`config.mk`:
```
export PLATFORM = sky130hd
export DESIGN_NAME = uart_tx_arbiter
export DESIGN_NICKNAME = d
export VERILOG_FILES = /design/src/rtl/uart_tx_arbiter.sv
export SDC_FILE = /design/constraint.sdc
export NUM_CORES = 1
export LEC_CHECK = 0
export CORE_UTILIZATION = 59
export CTS_BUF_LIST = sky130_fd_sc_hd__clkbuf_8
export DETAILED_ROUTE_END_ITERATION = 10
export DONT_BUFFER_PORTS = 1
export GPL_TIMING_DRIVEN = 1
export PLACE_DENSITY_LB_ADDON = 0.3
export RECOVER_POWER = 100
export SETUP_SLACK_MARGIN = 0.02
export SYNTH_ARGS = -nofsm -noshare
export SYNTH_HDL_FRONTEND = slang
export SYNTH_SLANG_ARGS = --single-unit
```
`constraint.sdc`:
```
create_clock -name clk -period 1.97 [get_ports clk]
set_input_delay 0.591 -clock clk [delete_from_list [all_inputs] [get_ports clk]]
set_output_delay 0.591 -clock clk [all_outputs]
set_load 0.01 [all_outputs]
```
`src/rtl/uart_tx_arbiter.sv`:
```
// Purpose: round-robin, packet-locked arbiter feeding one UART transmitter from P_NUM_REQ word sources.
// Latency: one cycle from accepted requester word to tx_word; one idle arbitration cycle between grants.
// Backpressure: tx_word_rdy low holds the output register and deasserts req_rdy of the granted requester.
module uart_tx_arbiter #(
  parameter int P_NUM_REQ   = 4,
  parameter int P_NUM_BITS  = 8,
  parameter int P_MAX_BURST = 16
) (
  input  logic                              clk,
  input  logic                              rst_n,
  input  logic [P_NUM_REQ*P_NUM_BITS-1:0]   req_word,
  input  logic [P_NUM_REQ-1:0]              req_vld,
  input  logic [P_NUM_REQ-1:0]              req_last,
  output logic [P_NUM_REQ-1:0]              req_rdy,
  output logic [P_NUM_BITS-1:0]             tx_word,
  output logic                              tx_word_vld,
  input  logic                              tx_word_rdy,
  output logic [$clog2(P_NUM_REQ)-1:0]      grant_id,
  output logic                              busy
);

  localparam int              P_ID_W      = $clog2(P_NUM_REQ);
  localparam logic [7:0]      L_MAX_BURST = 8'(P_MAX_BURST);
  localparam logic [P_ID_W-1:0] L_LAST_ID = P_ID_W'(P_NUM_REQ - 1);

  typedef enum logic {
    S_IDLE  = 1'b0,
    S_GRANT = 1'b1
  } state_t;

  state_t              state_q;
  state_t              state_d;
  logic [P_ID_W-1:0]   rr_ptr_q;
  logic [7:0]          burst_cnt_q;

  logic [P_NUM_BITS-1:0] cur_word;
  logic                  cur_vld;
  logic                  cur_last;
  logic                  arb_found;
  logic [P_ID_W-1:0]     arb_id;
  logic                  out_free;
  logic                  xfer;
  logic                  release_grant;
  logic [7:0]            burst_nxt;
  logic [P_ID_W-1:0]     next_ptr;

  // Select the granted requester's word, valid and last flag.
  always_comb begin
    cur_word = '0;
    cur_vld  = 1'b0;
    cur_last = 1'b0;
    for (int i = 0; i < P_NUM_REQ; i++) begin
      if (grant_id == P_ID_W'(i)) begin
        cur_word = req_word[i*P_NUM_BITS +: P_NUM_BITS];
        cur_vld  = req_vld[i];
        cur_last = req_last[i];
      end
    end
  end

  // Round-robin pick: first valid at or above rr_ptr, else lowest valid (wrap).
  always_comb begin
    arb_found = 1'b0;
    arb_id    = '0;
    for (int i = 0; i < P_NUM_REQ; i++) begin
      if (!arb_found && req_vld[i] && (P_ID_W'(i) >= rr_ptr_q)) begin
        arb_found = 1'b1;
        arb_id    = P_ID_W'(i);
      end
    end
    for (int i = 0; i < P_NUM_REQ; i++) begin
      if (!arb_found && req_vld[i]) begin
        arb_found = 1'b1;
        arb_id    = P_ID_W'(i);
      end
    end
  end

  // The output stage can take a word when empty or draining this cycle.
  assign out_free      = ~tx_word_vld | tx_word_rdy;
  assign xfer          = (state_q == S_GRANT) & cur_vld & out_free;
  assign burst_nxt     = burst_cnt_q + 8'd1;
  assign release_grant = xfer & (cur_last | (burst_nxt == L_MAX_BURST));
  assign next_ptr      = (grant_id == L_LAST_ID) ? '0 : grant_id + 1'b1;
  assign busy          = (state_q == S_GRANT) | tx_word_vld;

  // State register.
  always_ff @(posedge clk or negedge rst_n) begin
    if (!rst_n) begin
      state_q <= S_IDLE;
    end else begin
      state_q <= state_d;
    end
  end

  // Next state and per-requester ready; idle cycles are the arbitration bubble.
  always_comb begin
    state_d = state_q;
    req_rdy = '0;
    case (state_q)
      S_IDLE: begin
        if (arb_found) begin
          state_d = S_GRANT;
        end
      end
      S_GRANT: begin
        for (int i = 0; i < P_NUM_REQ; i++) begin
          if (grant_id == P_ID_W'(i)) begin
            req_rdy[i] = out_free;
          end
        end
        if (release_grant) begin
          state_d = S_IDLE;
        end
      end
      default: state_d = S_IDLE;
    endcase
  end

  // Grant bookkeeping: load winner on arbitration, count burst, advance pointer on release.
  always_ff @(posedge clk or negedge rst_n) begin
    if (!rst_n) begin
      grant_id    <= '0;
      rr_ptr_q    <= '0;
      burst_cnt_q <= '0;
    end else if (state_q == S_IDLE) begin
      if (arb_found) begin
        grant_id    <= arb_id;
        burst_cnt_q <= '0;
      end
    end else if (xfer) begin
      burst_cnt_q <= burst_nxt;
      if (release_grant) begin
        rr_ptr_q <= next_ptr;
      end
    end
  end

  // Single output stage: load on transfer (replacing a draining word), clear on drain otherwise.
  always_ff @(posedge clk or negedge rst_n) begin
    if (!rst_n) begin
      tx_word     <= '0;
      tx_word_vld <= 1'b0;
    end else if (xfer) begin
      tx_word     <= cur_word;
      tx_word_vld <= 1'b1;
    end else if (tx_word_rdy) begin
      tx_word_vld <= 1'b0;
    end
  end

endmodule

```
After elaboration in Yosys (flattened, before gate mapping)
Index checks and enable logic that the tools add are counted.
Storage, ports and cells
  flip-flop bits (word level): 22
  input port bits: 43
  output and inout port bits: 16
  logic and storage cells: 90
Operators by class
  add/sub/neg operators: 2
  order comparisons: 4
  equality and inequality tests: 5
  muxes and demuxes: 41
  bitwise operators: 8
  reduce and logical (&&, ||, !) cells: 24
Operator list (count)
  $mux 8: 7
  $mux 1: 25
  $mux 2: 7
  $logic_and 1x1->1: 11
  $add 8x1->8 const B: 1
  $eq 8x5->1 const B: 1
  $logic_not 1->1: 7
  $eq 2x2->1 const B: 2
  $ge 1x2->1 const A: 2
  $ge 2x2->1 const A: 2
  $mux 4: 1
  $reduce_and 2->1: 2
  $reduce_bool 2->1: 2
  $and 1x1->1: 3
  $or 1x1->1: 3
  $reduce_and 3->1: 1
  $add 2x1->2 const B: 1
  $eq 2x1->1 const B: 1
  $logic_not 2->1: 1
  $ne 2x1->1 const B: 1
  $not 1->1: 2
  $pmux 1 s2: 1

Depth between registers and ports, before layout
Gate-level depths: netlist (run 1).
  depth in word-level cells: 29
  gate-level depth with buffers: 8
  mapped depth without buffers: 7

Worst setup path before layout (run 1)
OpenSTA, ideal clock, no wires.
  path type: register to register
  start point: register grant_id[1]
  end point: register rr_ptr_q[0]
  setup time: 128 ps
  data arrival time: 2035 ps
  data required time: 1842 ps
  slack: -192 ps
  stages on the path, launching flop included: 8
  buffers on the path: 0
  clock period less this slack: 2162 ps
  cell sequence: dfrtp_1 inv_1 ha_1 nand3b_1 a211oi_4 nand2_2 a311o_1 mux2_1
On the way
  cells in the longest elaborated chain, start to end: 9
  elaborated cells on any way between the ends: 18
  classes of those cells: eq/ne: 3; mux: 9; bitwise: 4; reduce/logical: 2
RTL lines
  start, declared: RTL line 18  | output logic [$clog2(P_NUM_REQ)-1:0] grant_id,
  start signal, assigned: RTL line 128  | grant_id <= arb_id;
  $logic_not 2->1: RTL line 53  | if (grant_id == P_ID_W'(i)) begin
  $mux 1 (4 in series): RTL line 53
  $and 1x1->1 (2 in series): RTL line 81  | assign xfer = (state_q == S_GRANT) & cur_vld & out_free;
  $and 1x1->1: RTL line 83  | assign release_grant = xfer & (cur_last | (burst_nxt == L_MAX_BURST));
  $reduce_and 3->1 (no source line)
  end signal, assigned: RTL line 134  | rr_ptr_q <= next_ptr;
  end, declared: RTL line 33  | logic [P_ID_W-1:0] rr_ptr_q;
Parallel ways exist; a longest one is shown, timed or not.
A chain may end at the register's enable or synchronous reset.

Worst setup path in the final report (run 1)
Ends and elaborated chain as after synthesis.

==> results of run 1 <==
-- cells by family (layout without fill, tap and decap cells) --
group / count (synthesis) / after routing / share of synthesized area, %
adders and majority gates: 5 / 5 / 4.25
buffers and inverters: 13 / 34 / 3.40
AOI/OAI and AO/OA: 53 / 53 / 23.7
DFF: 22 / 22 / 37.4
xor gates and xnor gates: 4 / 4 / 2.38
muxes: 3 / 3 / 2.30
and+or+nand+nor: 71 / 71 / 26.5
-- worst max-delay path: stages, from the launching register on --
cell and delay, ns:
dfrtp_2 0.48, inv_4 0.07, ha_4 0.18, nand3b_1 0.16
a211o_1 0.30, o31a_1 0.12, a311o_1 0.38, mux2_1 0.33
-- stage by stage --
stage,utilization [%],power [mW],area (µm²),TNS [ns],setup WS [ns]
after floorplan,-,1.92,1490,-0.224,-0.112
after global placement,70.7,2.33,1610,-0.158,-0.0754
after detailed placement,70.7,2.43,1610,-0.468,-0.146
after CTS,75.7,2.94,1720,-0.303,-0.0671
after global routing,86.6,4.08,1970,-1.46,-0.210
final,86.6,3.91,1970,-0.868,-0.161
-- sequential cells by signal, summed over array words and instances, names as in the netlist --
name	count
tx_word	8
tx_word_vld	1
burst_cnt_q	8
rr_ptr_q	2
state_q	1
grant_id	2
-- metal layers --
metal  vias to the layer above  wire [µm]
met5                         -          0
met3                        45        544
met4                         0        428
li1                        667          -
met2                       154       2570
met1                       760       1880
-- cells in the final DEF (no fill, tap or decap), types with 6 or more instances in the layout --
master	Yosys	layout
and3_4	2	6
nand2_1	17	12
nor3_1	8	8
buf_4	0	15
o21ai_0	15	8
nor2_1	6	6
a21oi_1	15	14
nor2b_1	12	11
a221oi_1	7	7
nand3_1	7	7
dfrtp_1	22	20
-- worst max-delay path by stage --
stage / cells after the start / endpoint / startpoint
5_1_grt: 8 / rr_ptr_q[0] / grant_id[0]
6_report: 7 / rr_ptr_q[0] / grant_id[1]
4_1_cts: 6 / rr_ptr_q[1] / grant_id[0]
3_5_place_dp: 6 / rr_ptr_q[1] / grant_id[0]
3_3_place_gp: 6 / rr_ptr_q[1] / grant_id[0]
2_1_floorplan: 8 / rr_ptr_q[0] / grant_id[0]
-- cell type report --
cell class                 instances  area (µm²)
clock inverter                     1        30.0
timing repair buffer              25         284
fill                              84         305
tap                               28        35.0
clock buffer                       3        41.3
multi-input combinational        136        1000
inverter                           5        23.8
sequential                        22         553
-- power groups by stage --
| stage | logic [mW] | registers [mW] | clock network [mW] |
|---|---|---|---|
| detailed placement | 1.61 | 0.823 | 0 |
| global route | 2.73 | 0.885 | 0.460 |
| CTS | 1.69 | 0.829 | 0.422 |
| global placement | 1.52 | 0.802 | 0 |
| floorplan | 1.12 | 0.799 | 0 |
| finish | 2.60 | 0.874 | 0.442 |
-- what timing repair did --
action                     CTS  global route
gates resized for setup     10            38
setup buffers                0             7
pin swaps                    3             2
setup endpoints to repair   12            19
cloned                       0             3
==> metrics.md, run 1 <==
| Metric | Value |
|---|---|
| Post-synth top area share | 37.4% |
| Synth cell types | 37 |
| Seq/Total Area, Yosys | 37.4% |
| Most common cell in the netlist | dfrtp_1 |
| Avg WL per Cell | 24.7 µm |
| Global Route Usage Sum | 31.6% |
| CTS Root Cell | clkbuf_8 |
| Seq pwr share | 22.3% |
| Syn. warnings | 0 |
| Routing usage on met1 | 40.1% |
| Total of max-cap violations | 0 |
| Antenna violations before repair | 0 |
| Slew margin rel. | 70.4% |
| Num CTS Buffers | 3 |
| Avg Inst Size Synth | 8.60 µm² |
| Die Wd | 51.9 µm |
| Crit path time final | 2.13 ns |
| Hold-fix buffers at CTS | 0 |
| Max Clock Skew | 0.00593 ns |
| Die footprint | 0.00270 mm² |
| R2R Path End | rr_ptr_q[0] |
| RePlAce Congestion | 0.863 |
| Pwr dens | 1990 mW/mm² |
| Synthesized net count | 219 |
| DRT iter0 DRCs | 124 |
| Vias in the first global route | 1381 |
| Critical path startpoint category | register |
| WP data arrival | 2.29 ns |
| Placed Instances | 207 |
| Port buffer count | 0 |
| Drt total wl | 5430 µm |
| Core Box Area | 0.00228 mm² |
| Fin. Hold Viols | 13 |
| H-tree depth | 1 |
| Critical path class | register to register |
| WP data required | 2.13 ns |
| R2r worst-path depth | 7 |
| Largest buffer count on any clock path | 2 |
| I/O Pins | 59 |
| Routed Antenna Nets | 0 |
| Largest net degree at the start of global routing | 23 |
| Finished Layout Cells | 220 |
| Global route overflow | 0 |
| Top post-synthesis cells by count | dfrtp_1 (22), nand2_1 (17), a21oi_1 (15), o21ai_0 (15), nor2b_1 (12) |
| Internal power | 2.21 mW |
| Nets@finish | 241 |
| Lkg Pwr | 0.849 nW |
| Top post-synthesis cells by area | dfrtp_1 (37%), a21oi_1 (5.1%), nor2b_1 (5.1%) |
| GR Layer Usage met3 | 5.56% |
| Remaining DRCs | 0 |
| TritonRoute pass-1 iters | 5 |
| Worst Tran Pin Value | 0.443 ns |
| Sw Share | 43.5% |
| Max IR drop VDD | 1.51 mV |
| Clock sinks | 22 |
| Top Usage Layer GRT | met2 |
| Synth Flop Type | dfrtp_1 |
| R2r startpoint | grant_id[1] |
| Hold Worst Slack | -0.00289 ns |
| Pins Over Slew Limit | 0 |
| Share of cells above drive strength 1 | 31.3% |
| RSZ-0062 raised after global routing | true |
| Via/cell ratio | 7.39 |
| Synth Cell Area | 0.00147 mm² |
| Outcome | complete, but fails checks |
| Final setup violation count | 14 |
| Starting Density | 64.7% |
| Layout area overhead | 33.9% |
| Met2 global-route usage | 51.5% |
| Crit path capture type | register |
| Hold/Removal Path Class | input port to asynchronous set/reset pin |
| Clock share of power | 11.3% |
| Sw power | 1.70 mW |
| Reg-to-reg slack, setup | -0.16 ns |
| CP Max Fanout | 5 |
| Clk slew on worst S/H paths | 0.09 ns |
| Fmax | 0.469 GHz |
| CTS tree | yes |
| Yosys top cell by area | dfrtp_1 |
| Vias | 1626 |
| Diode count | 0 |
| Cells after Synth | 171 |
| Period utilization | 108% |
| DPL Wire Length | 2850 µm |
| First-pass GRT wire length | 6220 µm |
| Comb pwr share | 66.4% |
| Die Y | 51.9 µm |
| Clk_lat worst skew | 0.28 ns |
| Post-synth EDFFs | 0 |
| Seq cells post-synth | 22 |
| FP Rows | 17 |
| Async set-reset flop share out of synthesis | 100% |
| Failing checks | negative hold slack, negative setup slack |
| Final WS setup | -0.161 ns |
Note: power is estimated with default switching activity, not from simulation.
==> inputs of run 2 (changes only) <==
==> constraint.sdc (replaced) <==
create_clock -name clk -period 1.97 [get_ports clk]
set_input_delay 0.394 -clock clk [delete_from_list [all_inputs] [get_ports clk]]
set_output_delay 0.394 -clock clk [all_outputs]
set_load 0.01 [all_outputs]
==> run 2 against run 1 <==
  * Clock power is 2% lower
  * Critical path depth is 1 lower
  * Power is 22% lower
  * Critical path type unchanged
  * Sequential power is 7.6% lower
  * Setup slack better by 0.072 ns
  * Clock skew is 0.0025 ns lower
  * The flow finishes with violations (negative setup slack)
  * Fmax is 3.5% higher
  * Cell area is 11% lower
  * Clock-buffer cell count stayed put
==> metrics.md, run 2 (synthesized netlist as in run 1, its figures left out) <==
| Metric | Value |
|---|---|
| Outcome | complete, but fails checks |
| Failing checks | negative setup slack |
| Crit path capture type | register |
| Commonest non-fill, non-tap cells in the layout | dfrtp_1 (20), nand2_1 (17), buf_4 (17), o21ai_0 (15), a21oi_1 (14) |
| Largest net degree at the start of global routing | 23 (unchanged) |
| Final setup violation count | 3 (-11) |
| Nets@finish | 234 (-2.9%) |
| Vias in the first global route | 1317 (-4.6%) |
| First-pass GRT wire length | 5750 µm (-7.5%) |
| DPL Wire Length | 2850 µm (-0.20%) |
| Clk_lat worst skew | 0.27 ns (about the same) |
| Pre-CTS WS | -0.158 ns (-0.0120 ns) |
| Port buffer count | 0 (unchanged) |
| Remaining DRCs | 0 (unchanged) |
| H-tree depth | 1 (unchanged) |
| Final WS setup | -0.0894 ns (+0.0718 ns) |
| Max IR drop VDD | 1.30 mV (-14%) |
| Pins Over Slew Limit | 0 (unchanged) |
| Fillers | 153 (+82%) |
| Routed Antenna Nets | 0 (unchanged) |
| Total Power Consumption | 3.06 mW (-22%) |
| Share of cells above drive strength 1 | 21.6% (-9.6 points) |
| WP data arrival | 2.22 ns (-0.07 ns) |
| Crit path time final | 2.06 ns (-0.0718 ns) |
| CTS tree | yes |
| RePlAce Congestion | 0.845 (-2.1%) |
| Dpl cell area | 0.00160 mm² (-0.47%) |
| Core Box Area | 0.00228 mm² (unchanged) |
| Max Clock Skew | 0.00343 ns (-0.00250 ns) |
| Die Y | 51.9 µm (unchanged) |
| WP data required | 2.13 ns (about the same) |
| Critical path startpoint category | register |
| Clk slew on worst S/H paths | 0.08 ns (about the same) |
| Lkg Pwr | 0.766 nW (-9.8%) |
| Largest registers | burst_cnt_q (8), tx_word (8) |
| Avg WL per Cell | 17.6 µm (-29%) |
| Crit path launch | grant_id[0] |
| Pwr dens | 1740 mW/mm² (-12%) |
| Largest buffer count on any clock path | 2 (unchanged) |
| Die Wd | 51.9 µm (unchanged) |
| R2r worst-path depth | 6 (-1) |
| Clock sinks | 22 (unchanged) |
| Num CTS Buffers | 3 (unchanged) |
| Critical path class | register to register |
| DRT iter0 DRCs | 54 (-56%) |
| Layout area overhead | 19.0% |
| R2R Path End | rr_ptr_q[1] |
| R2r startpoint | grant_id[0] |
| I/O Pins | 59 (unchanged) |
| Drt total wl | 3740 µm (-31%) |
| Reg-to-reg slack, setup | -0.09 ns (+0.07 ns) |
| Fmax | 0.486 GHz (+3.5%) |
| Die footprint | 0.00270 mm² (unchanged) |
| TritonRoute pass-1 iters | 4 (-1) |
| Antenna violations before repair | 0 (unchanged) |
| Critical Path Sink | rr_ptr_q[1] |
| Worst Tran Pin Value | 1.01 ns (+0.569 ns) |
| Commonest non-fill, non-tap cell in the layout | dfrtp_1 |
| Global Route Usage Sum | 29.6% (-2.0 points) |
| Hold/Removal Path Class | input port to register |
| Diode count | 0 (unchanged) |
| Global route overflow | 0 (unchanged) |
| Period utilization | 105% (-3.6 points) |
| Vias | 1362 (-16%) |
| Hold Crit Start | req_word[25] |
| Slew margin rel. | 32.3% (-38 points) |
| Final Core Density | 77.0% (-9.6 points) |
| Total of max-cap violations | 0 (unchanged) |
| CP Max Fanout | 8 (+3) |
| Fin. Hold Viols | 0 (-13) |
| RSZ-0062 raised after global routing | true |
| Hold Worst Slack | 0.321 ns (+0.324 ns) |
| FP Rows | 17 (unchanged) |
| CTS Root Cell | clkbuf_8 |
| Starting Density | 64.7% (unchanged) |
| Cell area after layout | 0.00175 mm² (-11%) |
| Via/cell ratio | 6.39 (-13%) |
## run 2: through the flow
step | setup TNS (ns) | std cells
final | -0.189 | 213
after detailed placement | -0.656 | 206
after CTS | -0.294 | 212
after floorplan | -0.224 | 171
after global placement | -0.149 | 206
after global routing | -0.531 | 213
## run 2: layer usage
layer,GRT usage (%),wire (µm)
met3,5.56,299
met4,11.3,48
met1,35.7,1520
met2,51.3,1870
met5,0,0
## run 2: critical path, stage by stage (launching register included)
cell and delay, ns:
dfrtp_2 0.47, ha_2 0.26, nor2b_1 0.16, a211o_1 0.28, o31a_1 0.11, a311o_1 0.33, mux2_1 0.33
## run 2: worst min path at each step
| stage | end | depth (start not counted) |
|---|---|---|
| final | tx_word[1] | 2 |
| after global routing | tx_word[3] | 2 |
| after CTS | tx_word[1] | 2 |
| after detailed placement | tx_word_vld | 0 |
| after global placement | tx_word_vld | 0 |
| after floorplan | burst_cnt_q[0] | 0 |
## run 2: cell type report
cell class / instances / area [µm²] / share of cell area [%]
Timing Repair Buffer: 18 / 138 / 7.86
Sequential cell: 22 / 553 / 31.6
Tap cell: 28 / 35.0 / 2.00
Inverter: 5 / 23.8 / 1.36
Clock inverter: 1 / 30.0 / 1.71
Clock buffer: 3 / 41.3 / 2.36
Multi-Input combinational cell: 136 / 931 / 53.1
## run 2: what timing repair did
| item | 4_1_cts | 5_1_grt |
|---|---|---|
| gates cloned | 0 | 0 |
| hold buffers | 1 | 0 |
| buffers inserted | 2 | 1 |
| endpoints found under the setup margin | 9 | 14 |
| pin swaps | 3 | 0 |
| gates resized for setup | 9 | 4 |
| hold endpoints to repair | 22 | 0 |
## run 2: power breakdown
group / switching [mW] / leakage, nW / internal (mW)
Sequential: 0.185 / 0.278 / 0.623
Clock: 0.163 / 0.0357 / 0.272
Combinational: 0.968 / 0.453 / 0.845
Total: 1.32 / 0.766 / 1.74
